$ cat config.mk
export PLATFORM = sky130hd
export DESIGN_NAME = crc16_frame_seq
export DESIGN_NICKNAME = d
export VERILOG_FILES = /design/src/rtl/crc16_frame_seq.sv
export SDC_FILE = /design/constraint.sdc
export NUM_CORES = 1
export LEC_CHECK = 0
export ABC_CLOCK_PERIOD_IN_PS = 1600
export BUFFER_PORTS_ARGS = -buffer_cell sky130_fd_sc_hd__buf_2
export CAP_MARGIN = 0
export CORE_MARGIN = 8
export CORE_UTILIZATION = 30
export CTS_BUF_LIST = sky130_fd_sc_hd__clkbuf_8
export DETAILED_ROUTE_END_ITERATION = 10
export SYNTH_ARGS = -nofsm -noshare
export SYNTH_HDL_FRONTEND = slang
export SYNTH_SLANG_ARGS = --single-unit
export TNS_END_PERCENT = 100
$ cat constraint.sdc
create_clock -name clk -period 1.6 [get_ports clk]
set_input_delay 0.16 -clock clk [delete_from_list [all_inputs] [get_ports clk]]
set_output_delay 0.16 -clock clk [all_outputs]
set_load 0.005 [all_outputs]
$ cat src/rtl/crc16_frame_seq.sv
// -----------------------------------------------------------------------------
// crc16_frame_seq
// Frame sequencer for the byte-wide CRC-16 datapath (x^16 + x^12 + x^5 + 1,
// MSB-first). Bytes arriving on the s_* valid/ready port are forwarded
// unchanged on the m_* port. The CRC is chained across every byte of a frame.
// After the byte flagged with s_last, the 2-byte CRC is appended, high byte
// first.
//
// Optional feature: define CRC16_CHECK_EN to add the receive-side check ports
// chk_valid and chk_ok.
//
// Ports
//   clk, rst_n            clock; asynchronous active-low reset
//   s_valid/s_ready       input byte handshake
//   s_data, s_last        input byte; s_last marks the final data byte
//   m_valid/m_ready       output byte handshake (single output register)
//   m_data, m_last        output byte; m_last is high on the CRC low byte only
//   byte_cnt              data bytes accepted in the current/most recent frame
//   len_err               sticky: frame exceeded MAX_LEN
//   busy                  first accepted byte .. CRC low byte accepted
//   chk_valid, chk_ok     (CRC16_CHECK_EN) residue check, one pulse per frame
// -----------------------------------------------------------------------------
module crc16_frame_seq #(
    parameter logic [15:0] INIT    = 16'h0000,
    parameter logic [15:0] POLY    = 16'h1021,
    parameter int unsigned MAX_LEN = 1024,
    parameter int unsigned CNT_W   = 11
) (
    input  logic             clk,
    input  logic             rst_n,
    input  logic             s_valid,
    output logic             s_ready,
    input  logic [7:0]       s_data,
    input  logic             s_last,
    output logic             m_valid,
    input  logic             m_ready,
    output logic [7:0]       m_data,
    output logic             m_last,
    output logic [CNT_W-1:0] byte_cnt,
    output logic             len_err,
    output logic             busy
`ifdef CRC16_CHECK_EN
    ,
    output logic             chk_valid,
    output logic             chk_ok
`endif
);

    typedef enum logic [1:0] {ST_DATA, ST_CRC_HI, ST_CRC_LO} state_e;

    localparam logic [CNT_W-1:0] MAX_CNT = CNT_W'(MAX_LEN);

    function automatic logic [15:0] crc_step(input logic [15:0] crc_in,
                                             input logic [7:0]  data_in);
        logic [15:0] c;
        logic [7:0]  d;
        c = crc_in;
        d = data_in;
        for (int unsigned i = 0; i < 8; i++) begin
            if (c[15] ^ d[7]) c = (c << 1) ^ POLY;
            else              c = c << 1;
            d = d << 1;
        end
        return c;
    endfunction

    state_e           state_q, state_d;
    logic [15:0]      crc_q, crc_d;
    logic             in_frame_q, in_frame_d;
    logic             m_valid_q, m_valid_d;
    logic [7:0]       m_data_q, m_data_d;
    logic             m_last_q, m_last_d;
    logic [CNT_W-1:0] byte_cnt_q, byte_cnt_d;
    logic             len_err_q, len_err_d;
    logic             busy_q, busy_d;

    logic             slot_free;
    logic             accept;
    logic [15:0]      crc_base;
    logic [15:0]      crc_next;

    always_comb begin
        slot_free  = !m_valid_q || m_ready;
        s_ready    = (state_q == ST_DATA) && slot_free;
        accept     = s_valid && s_ready;
        // The first byte of a frame starts from INIT rather than the stale CRC.
        crc_base   = in_frame_q ? crc_q : INIT;
        crc_next   = crc_step(crc_base, s_data);

        state_d    = state_q;
        crc_d      = crc_q;
        in_frame_d = in_frame_q;
        m_valid_d  = m_valid_q;
        m_data_d   = m_data_q;
        m_last_d   = m_last_q;
        byte_cnt_d = byte_cnt_q;
        len_err_d  = len_err_q;
        busy_d     = busy_q;

        // Clear on the CRC low byte leaving; a new frame accepted in the same
        // cycle sets it again below.
        if (m_valid_q && m_ready && m_last_q) busy_d = 1'b0;

        unique case (state_q)
            ST_DATA: begin
                if (accept) begin
                    m_data_d   = s_data;
                    m_valid_d  = 1'b1;
                    m_last_d   = 1'b0;
                    crc_d      = crc_next;
                    in_frame_d = 1'b1;
                    busy_d     = 1'b1;
                    if (!in_frame_q) begin
                        byte_cnt_d = CNT_W'(1);
                        len_err_d  = 1'b0;
                    end else if (byte_cnt_q == MAX_CNT) begin
                        len_err_d  = 1'b1;
                    end else begin
                        byte_cnt_d = byte_cnt_q + CNT_W'(1);
                    end
                    if (s_last) state_d = ST_CRC_HI;
                end else if (slot_free) begin
                    m_valid_d = 1'b0;
                end
            end
            ST_CRC_HI: begin
                if (slot_free) begin
                    m_data_d  = crc_q[15:8];
                    m_valid_d = 1'b1;
                    m_last_d  = 1'b0;
                    state_d   = ST_CRC_LO;
                end
            end
            ST_CRC_LO: begin
                if (slot_free) begin
                    m_data_d   = crc_q[7:0];
                    m_valid_d  = 1'b1;
                    m_last_d   = 1'b1;
                    in_frame_d = 1'b0;
                    state_d    = ST_DATA;
                end
            end
            default: state_d = ST_DATA;
        endcase
    end

    always_ff @(posedge clk or negedge rst_n) begin
        if (!rst_n) begin
            state_q    <= ST_DATA;
            crc_q      <= INIT;
            in_frame_q <= 1'b0;
            m_valid_q  <= 1'b0;
            m_data_q   <= '0;
            m_last_q   <= 1'b0;
            byte_cnt_q <= '0;
            len_err_q  <= 1'b0;
            busy_q     <= 1'b0;
        end else begin
            state_q    <= state_d;
            crc_q      <= crc_d;
            in_frame_q <= in_frame_d;
            m_valid_q  <= m_valid_d;
            m_data_q   <= m_data_d;
            m_last_q   <= m_last_d;
            byte_cnt_q <= byte_cnt_d;
            len_err_q  <= len_err_d;
            busy_q     <= busy_d;
        end
    end

    assign m_valid  = m_valid_q;
    assign m_data   = m_data_q;
    assign m_last   = m_last_q;
    assign byte_cnt = byte_cnt_q;
    assign len_err  = len_err_q;
    assign busy     = busy_q;

`ifdef CRC16_CHECK_EN
    // A frame carrying its own CRC leaves a zero residue after its last byte.
    logic chk_valid_q, chk_valid_d;
    logic chk_ok_q, chk_ok_d;

    always_comb begin
        chk_valid_d = accept && s_last;
        chk_ok_d    = chk_ok_q;
        if (chk_valid_d) chk_ok_d = (crc_next == '0);
    end

    always_ff @(posedge clk or negedge rst_n) begin
        if (!rst_n) begin
            chk_valid_q <= 1'b0;
            chk_ok_q    <= 1'b0;
        end else begin
            chk_valid_q <= chk_valid_d;
            chk_ok_q    <= chk_ok_d;
        end
    end

    assign chk_valid = chk_valid_q;
    assign chk_ok    = chk_ok_q;
`endif

endmodule
==> results.md <==
* Status: finished with violations
* Violated checks: negative setup slack
* Worst EP arrival at 1.84 ns
* H-tree depth at 2
* Final worst-path setup slack at -0.0516 ns
* GRT Residual Overflow at 0
* Power per cell area at 1980 mW/mm2
* Gpl congestion at 0.793
* Fin util at 0.381
* Chip height at 107 um
* Worst VDD drop at 0.000884 V
* Buffers on Ports at 36
* # DRC at 0
* Unrepaired setup endpoints after global routing: true
* Final Setup Violations at 11
* Avg Cell Area, Syn at 9.32 um2
* DRT iter0 DRCs at 115
* Syn_nets at 285
* Tot Pwr at 0.00609 W
* Gr usage total at 0.109
* Die width at 107 um
* Number of flops mapped to enable cells by yosys at 0
* Fin Clk Skew at 0.0156 ns
* Clock sink count at 42
* Starting Density at 0.304
* Most used DFF post-synth: dfrtp_1
* Crit path capture type: flop
* Worst-Skew Late Latency at 0.30 ns
* Worst hold slack at 0.154 ns
* Max FO, Critical Path at 5
* Leak at 1.47 nW
* Avg WL per Cell at 13.7 um
* First-pass GRT wire length at 10.1 mm
* Detail Route Antenna Nets at 0
* Top-Level Pins at 37
* CTS tree: done
* #FFs+latches synth at 42
* Post-synthesis instance total at 264
* Vias in the first global route at 2067
* CP Class: flop to flop
* Worst-Margin Slew at 0.471 ns
* CTS Buf Count at 5
* Share of layout cells above drive strength 1 at 0.319
* Antenna fix cells at 0
* Post-synth ARST share at 1.00
* Distinct cell type count after synthesis at 39
* Fmax at 605 MHz
* Slew HR at 0.686
* Fin nets at 340
* Clock Tree Root: clkbuf_8
* Synthesis-to-finish area growth at 25.4%
* Rows at 33
* Vias/cell at 4.68
* Pre-Repair DR Iteration Count at 4
* Max_cap viols at 0
* Worst EP required at 1.79 ns
* HP Class: primary input to flop
* Final hold vios at 0
* Detailed-route wire length at 5.81 mm
* Ratio of final minimum period to clock period at 1.03
* Largest net degree at the start of global routing at 43
* Hpwl dp at 4.16 mm
* Crit path time final at 1.65 ns
* Vias post-DR at 1990
* Die Area at 0.0114 mm2
* Commonest non-fill, non-tap cells in the layout: nand2_1, dfrtp_1, buf_2, xor2_1, buf_4
* Core area at 0.00809 mm2
* Worst-path clk slew at 0.09 ns
* Critical Path Source Type: flop
* Pins over their slew limit at 0
* YS warnings at 0
* Most common cell after layout, fill and taps aside: nand2_1
* Clk buf depth at 2
* Post-synthesis sequential area ratio at 0.427
* Mapped Area at 0.00246 mm2
* Initial antenna violation count at 0
==> area by class of cell <==
class                           count  area, um2
Timing Repair Buffer               60        383
Clock buffer                        5       68.8
Fill cell                         840       5010
Sequential cell                    42       1050
Multi-Input combinational cell    202       1400
Clock inverter                      3       17.5
Tap cell                          105        131
Inverter                            8       35.0
==> metal layers <==
metal / global-route usage / share of wire / up-vias
li1: - / - / 1000
met1: 0.136 / 0.46 / 947
met2: 0.180 / 0.48 / 38
met3: 0.0266 / 0.045 / 5
met4: 0.0362 / 0.0098 / 0
met5: 0 / 0 / -
==> synthesized netlist by cell type, types with 2 or more instances <==
| cell type | count | area share |
|---|---|---|
| nand2_1 | 59 | 0.090 |
| o21ai_0 | 10 | 0.020 |
| xor2_1 | 22 | 0.078 |
| a22oi_1 | 8 | 0.024 |
| xnor2_2 | 4 | 0.026 |
| xnor2_1 | 8 | 0.028 |
| mux2_2 | 11 | 0.050 |
| dfrtp_1 | 42 | 0.43 |
| buf_2 | 6 | 0.012 |
| nor2_1 | 17 | 0.026 |
| o21ai_1 | 9 | 0.018 |
| a22o_1 | 2 | 0.0071 |
| buf_1 | 2 | 0.0031 |
| clkbuf_1 | 4 | 0.0061 |
| a21oi_1 | 10 | 0.020 |
| nor3_1 | 2 | 0.0041 |
| ha_1 | 8 | 0.041 |
| nand4_1 | 4 | 0.010 |
| o31ai_1 | 4 | 0.012 |
| a21o_1 | 3 | 0.0092 |
| nand3_1 | 4 | 0.0081 |
| inv_1 | 8 | 0.012 |
==> worst paths after layout <==
check	to	cells past startpoint	start	slack [ns]
max	m_data[3]	7	state_q[0]	-0.05
min	busy	4	m_ready	0.15
max reg2reg	m_data[3]	7	state_q[0]	-0.05
min reg2reg	busy	2	busy	0.48
max in group asynchronous	state_q[1]	3	rst_n	1.01
min in group asynchronous	byte_cnt[7]	3	rst_n	0.36
==> kinds of logic (layout without fill, tap and decap cells) <==
kind of cell,Yosys count,count (layout),synth area share
AOI/OAI and AO/OA,51,51,0.132
xor gates and xnor gates,34,34,0.133
adders and majority gates,8,8,0.0407
buffers and inverters,21,76,0.0381
DFF,42,42,0.427
muxes,11,11,0.0504
and+or+nand+nor,97,98,0.179
==> timing repair <==
item / CTS / global route
hold buffers: 1 / 0
endpoints found under the hold margin: 42 / 0
buffers inserted: 0 / 1
endpoints found under the setup margin: 15 / 23
pin swaps: 2 / 4
resized for setup: 9 / 7
cloned: 1 / 0
==> flip-flops by register name, indices dropped and copies added, names as in the netlist, 2 cells and up <==
name / cells
m_data: 8
byte_cnt: 11
crc_q: 16
state_q: 2
==> metrics by stage <==
step / std cells / cell area (um2) / setup WS [ns] / setup TNS, ns
floorplan: 264 / 2490 / -0.0725 / -0.700
global placement: 414 / 2910 / -0.0942 / -0.882
detailed placement: 414 / 2910 / -0.128 / -1.22
CTS: 424 / 3060 / -0.0715 / -0.442
global route: 425 / 3080 / -0.112 / -0.881
finish: 425 / 3080 / -0.0516 / -0.231
==> power breakdown <==
part | switching [W] | total [W] | internal, W
Clock | 0.000381 | 0.000683 | 0.000302
Sequential | 0.000444 | 0.00194 | 0.00150
Combinational | 0.00171 | 0.00347 | 0.00176
==> worst max-delay path: stages, from the launching register on <==
cell and delay [ns]:
dfrtp_2 0.46, inv_4 0.10, ha_4 0.14, nor2_2 0.04
o21ai_1 0.11, a21boi_4 0.30, nor2_4 0.09, mux2_4 0.30
(Power assumes the default switching activity.)
